$ cat config.mk
export PLATFORM = sky130hd
export DESIGN_NAME = spi_slave_core
export DESIGN_NICKNAME = d
export VERILOG_FILES = /design/src/rtl/spi_pkg.sv /design/src/rtl/spi_sync.sv /design/src/rtl/spi_slave_core.sv
export SDC_FILE = /design/constraint.sdc
export NUM_CORES = 1
export LEC_CHECK = 0
export ABC_AREA = 0
export CAP_MARGIN = 25
export CORE_UTILIZATION = 40
export DETAILED_ROUTE_END_ITERATION = 12
export GPL_ROUTABILITY_DRIVEN = 0
export GPL_TIMING_DRIVEN = 0
export PLACE_DENSITY_LB_ADDON = 0.25
export SETUP_SLACK_MARGIN = 0.05
export SYNTH_ARGS = -nofsm -noshare
export SYNTH_HDL_FRONTEND = slang
export SYNTH_SLANG_ARGS = --single-unit
$ cat constraint.sdc
create_clock -name clk -period 1.8 [get_ports clk]
set_clock_uncertainty 0.2 [all_clocks]
set_input_delay 0.45 -clock clk [delete_from_list [all_inputs] [get_ports clk]]
set_output_delay 0.45 -clock clk [all_outputs]
set_load 0.02 [all_outputs]
$ cat src/rtl/spi_pkg.sv
// Shared types and limits for the SPI responder slice.
package spi_pkg;

  typedef enum logic [0:0] {
    SLV_IDLE  = 1'b0,
    SLV_SHIFT = 1'b1
  } spi_slv_state_e;

  localparam int SPI_MIN_SYNC = 2;

endpackage

$ cat src/rtl/spi_sync.sv
// N-stage flip-flop synchronizer for one asynchronous input bit.
module spi_sync
  import spi_pkg::*;
#(
  parameter int   STAGES  = 2,
  parameter logic RST_VAL = 1'b0
) (
  input  logic clk,
  input  logic rst_n,
  input  logic d,
  output logic q
);

  // Depths below two give no metastability protection, so clamp upward.
  localparam int N = (STAGES < SPI_MIN_SYNC) ? SPI_MIN_SYNC : STAGES;

  logic [N-1:0] sync_q;

  always_ff @(posedge clk or negedge rst_n) begin
    if (!rst_n) sync_q <= {N{RST_VAL}};
    else        sync_q <= {sync_q[N-2:0], d};
  end

  assign q = sync_q[N-1];

endmodule

$ cat src/rtl/spi_slave_core.sv
// SPI mode-0 responder: oversampled pins, MSB-first shifting, single-entry tx holding register.
module spi_slave_core
  import spi_pkg::*;
#(
  parameter int                DATA_W      = 8,
  parameter int                SYNC_STAGES = 2,
  parameter logic [DATA_W-1:0] IDLE_TX     = '1
) (
  input  logic              clk,
  input  logic              rst_n,
  input  logic              sclk,
  input  logic              cs_n,
  input  logic              mosi,
  output logic              miso,
  input  logic [DATA_W-1:0] tx_data,
  input  logic              tx_valid,
  output logic              tx_ready,
  output logic [DATA_W-1:0] rx_data,
  output logic              rx_valid,
  output logic              tx_underrun,
  output logic              busy
);

  localparam int              CNT_W    = $clog2(DATA_W);
  localparam logic [CNT_W-1:0] LAST_BIT = CNT_W'(DATA_W - 1);

  logic sclk_s, cs_n_s, mosi_s;
  logic sclk_p0, sclk_p1;
  logic rise, fall;

  spi_slv_state_e state, state_nxt;
  logic frame_start, frame_end, active;

  logic [DATA_W-1:0] tx_shift, tx_shift_nxt;
  logic [DATA_W-1:0] hold_data;
  logic              hold_full;
  logic              load, underrun_nxt;
  logic [DATA_W-2:0] rx_shift;
  logic [CNT_W-1:0]  bit_cnt;
  logic              word_seen;

  spi_sync #(.STAGES(SYNC_STAGES), .RST_VAL(1'b0)) u_sync_sclk (
    .clk(clk), .rst_n(rst_n), .d(sclk), .q(sclk_s)
  );
  spi_sync #(.STAGES(SYNC_STAGES), .RST_VAL(1'b1)) u_sync_cs (
    .clk(clk), .rst_n(rst_n), .d(cs_n), .q(cs_n_s)
  );
  spi_sync #(.STAGES(SYNC_STAGES), .RST_VAL(1'b0)) u_sync_mosi (
    .clk(clk), .rst_n(rst_n), .d(mosi), .q(mosi_s)
  );

  // Stage p0/p1: edge detection on synchronized sclk
  always_ff @(posedge clk or negedge rst_n) begin
    if (!rst_n) begin
      sclk_p0 <= 1'b0;
      sclk_p1 <= 1'b0;
    end else begin
      sclk_p0 <= sclk_s;
      sclk_p1 <= sclk_p0;
    end
  end

  assign rise = sclk_p0 & ~sclk_p1;
  assign fall = ~sclk_p0 & sclk_p1;

  always_ff @(posedge clk or negedge rst_n) begin
    if (!rst_n) state <= SLV_IDLE;
    else        state <= state_nxt;
  end

  always_comb begin
    state_nxt = state;
    case (state)
      SLV_IDLE:  if (!cs_n_s) state_nxt = SLV_SHIFT;
      SLV_SHIFT: if (cs_n_s)  state_nxt = SLV_IDLE;
      default:   state_nxt = SLV_IDLE;
    endcase
  end

  // Edges arriving in the cycle cs_n deasserts are ignored: the frame is already over.
  always_comb begin
    frame_start = (state == SLV_IDLE)  && (state_nxt == SLV_SHIFT);
    frame_end   = (state == SLV_SHIFT) && (state_nxt == SLV_IDLE);
    active      = (state == SLV_SHIFT) && (state_nxt == SLV_SHIFT);
    busy        = (state == SLV_SHIFT);
  end

  assign tx_ready = ~hold_full;

  always_comb begin
    load         = frame_start | (active & fall & (bit_cnt == '0) & word_seen);
    underrun_nxt = load & ~hold_full;
    tx_shift_nxt = tx_shift;
    if (frame_end)            tx_shift_nxt = '0;
    else if (load)            tx_shift_nxt = hold_full ? hold_data : IDLE_TX;
    else if (active && fall)  tx_shift_nxt = {tx_shift[DATA_W-2:0], 1'b0};
  end

  // Stage p2: transmit path registers and holding register
  always_ff @(posedge clk or negedge rst_n) begin
    if (!rst_n) begin
      tx_shift    <= '0;
      miso        <= 1'b0;
      tx_underrun <= 1'b0;
      hold_data   <= '0;
      hold_full   <= 1'b0;
    end else begin
      tx_shift    <= tx_shift_nxt;
      miso        <= (state_nxt == SLV_SHIFT) ? tx_shift_nxt[DATA_W-1] : 1'b0;
      tx_underrun <= underrun_nxt;
      if (tx_valid && !hold_full) begin
        hold_data <= tx_data;
        hold_full <= 1'b1;
      end else if (load && hold_full) begin
        hold_full <= 1'b0;
      end
    end
  end

  // Stage p2: receive path; a partial word is dropped when the frame ends
  always_ff @(posedge clk or negedge rst_n) begin
    if (!rst_n) begin
      rx_shift  <= '0;
      rx_data   <= '0;
      rx_valid  <= 1'b0;
      bit_cnt   <= '0;
      word_seen <= 1'b0;
    end else begin
      rx_valid <= 1'b0;
      if (frame_start || frame_end) begin
        rx_shift  <= '0;
        bit_cnt   <= '0;
        word_seen <= 1'b0;
      end else if (active && rise) begin
        rx_shift <= {rx_shift[DATA_W-3:0], mosi_s};
        if (bit_cnt == LAST_BIT) begin
          rx_data   <= {rx_shift, mosi_s};
          rx_valid  <= 1'b1;
          bit_cnt   <= '0;
          word_seen <= 1'b1;
        end else begin
          bit_cnt <= bit_cnt + CNT_W'(1);
        end
      end
    end
  end

endmodule
==> metrics.yaml <==
final_area_sq_um: 2570
async_flop_share_pct: 100.0
grt.overflow.total: 0
critPathKind: "reg2reg"
postRouteAntennaNets: 0
io_pins: 27
clockBufferDepth: 2
fp-row-count: 24
worstMarginPinSlew_ps: 317.7
ys_seq_area_share_pct: 62.35
gr-usage-all-layers_pct: 16.25
placed_cell_area_sq_um: 2285
first_iter_violations: 43
core_area_sq_um: 4504
drive_gt1_share_pct: 40.22
die_area_sq_um: 5109
die_y_um: 71.48
synthCells: 132
hold_viol: 0
worstPathArrival_ps: 1940
cts_root_buf: "clkbuf_8"
cts_buffers: 5
timing.final.crit_share_pct: 109.2
max_cap_viol_count: 0
synth.most_common_cell: "dfrtp_1"
drcViolationCount: 0
hold_ws_ps: 152.5
path_clk_slew_ps: 90
viasPerCell: 5.091
vdd_ir_drop_max_mv: 0.5294
synth_cell_type_count: 28
cts_sinks: 48
synth_area_leaders: "dfrtp_1 (60%), mux2_4 (7.0%), mux2_2 (4.7%), a22o_1 (4.5%), ha_1 (3.9%)"
finalSetupViolCount: 26
synth.ff_latch_count: 48
maxSlewViolCount: 0
grt_pass1_wl_um: 6203
die_w_um: 71.48
status: "finished with violations"
wl_um: 3520
power_leakage_uw: 0.001272
synth_ff_type: "dfrtp_1"
antenna_found_initial: 0
tritoncts: "yes"
fin_ws_ps: -165.0
initial_core_util_pct: 42.86
vias: 1176
synthesis.nets: 152
syn_area_sq_um: 1931
crit_required_ps: 1780
yosys.area.top_type: "dfrtp_1"
rsz0062_at_grt: "true"
crit_slowest_cell: "dfstp_2"
place_hpwl_um: 2245
crit_path_max_fanout: 5
cp-end-kind: "flip-flop"
syn_avg_cell_area_sq_um: 14.63
firstDrtPassIters: 3
yosysWarnings: 0
yosysTopAreaCellShare_pct: 59.62
path_delay_family: "flip-flops"
synth-edff-count: 0
p_per_area_nw_per_um2: 904.0
cp_slowest_stage_delay_ps: 550
port_buffers: 26
clk_latency_ps: 290
min_period_ps: 1965
worst_setup_path_start_kind: "flip-flop"
crit_chain: "inv_2 > ha_4 > nor3b_4 > nand2_4 > mux2_4"
max_slew_margin_pct: 78.80
violations: "setup timing"
crit_buf_inv: 1
area_growth_pct: 33.12
clock_tree.htree_level_count: 2
hp-class: "reg2reg"
yosys-top-cells-count: "dfrtp_1 (46), a22o_1 (10), nand2_1 (10), mux2_4 (9), mux2_2 (8)"
p_total_uw: 2323
grt_max_degree: 41
routedWlPerCell_um: 15.24
grt_pass1_vias: 1327
num_antenna_cells: 0
nets: 198
max_freq_mhz: 508.9
## worst paths after layout
check                               startpoint             endpoint  slack [ps]  depth (start not counted)
setup reg to reg           u_sync_cs.sync_q[1]           rx_data[1]        -170                          5
hold reg to reg            u_sync_cs.sync_q[0]  u_sync_cs.sync_q[1]         150                          0
max in group asynchronous                rst_n  u_sync_cs.sync_q[0]         540                          3
setup / recovery           u_sync_cs.sync_q[1]           rx_data[1]        -170                          5
min in group asynchronous                rst_n          tx_underrun         330                          2
hold / removal             u_sync_cs.sync_q[0]  u_sync_cs.sync_q[1]         150                          0
## logic make-up (layout without fill, tap and decap cells)
logic type | after synthesis | after routing | synth area share, %
buffers and inverters | 9 | 55 | 1.879
DFF | 48 | 48 | 62.35
and+or+nand+nor | 23 | 24 | 7.907
muxes | 18 | 18 | 12.38
AOI/OAI and AO/OA | 28 | 28 | 11.60
adders and majority gates | 6 | 6 | 3.888
## where the power goes
group | switching [uW] | leakage [uW] | internal [uW]
logic | 159 | 0.000611 | 232
registers | 85.6 | 0.000617 | 1200
clock network | 339 | 0.0000445 | 312
## cells in the final DEF, fill, tap and decap left out, types with 8 or more instances in the layout
master           instances
dfrtp_1                 44
nand2_1                  9
clkdlybuf4s50_1         12
mux2_2                   8
dlygate4sd2_1           12
mux2_4                   9
a22o_1                  10
## cell type report
cell class,count,area (sq um)
clock inverters,1,7.507
repair buffers,39,366.6
inverters,6,22.52
fillers,373,1934
multi-input cells,76,799.5
well taps,52,65.06
plain buffers,2,16.27
clock buffers,7,86.33
flip-flops and latches,48,1206
## what timing repair did
action / in CTS / in global routing
gates cloned: 2 / 0
resized for setup: 42 / 9
setup endpoints to repair: 40 / 31
endpoints found under the hold margin: 8 / 0
hold buffers: 1 / 0
pin swaps: 14 / 3
setup buffers: 8 / 2
## stage by stage
step	setup WS [ps]	setup TNS, ps	std cells	utilization, %
after floorplan	-27.58	-266.3	132	-
after global placement	-1305	-56860	210	50.39
after detailed placement	-161.6	-3857	211	50.72
after CTS	-169.4	-2426	229	56.17
after global routing	-209.8	-4374	231	57.06
final	-165.0	-2921	231	57.06
## sequential cells by signal, summed over array words and instances (netlist names), 2 cells and up
signal,count
u_sync_sclk.sync_q,2
bit_cnt,3
u_sync_mosi.sync_q,2
tx_shift,8
rx_data,8
hold_data,8
rx_shift,7
u_sync_cs.sync_q,2
## routing by layer
layer	track usage (%)	vias up	share of wire [%]
li1	-	556	-
met1	18.75	591	42
met2	28.25	21	52
met3	5.204	8	3.4
met4	6.318	0	2.4
met5	0	-	0
(Power assumes the default switching activity.)
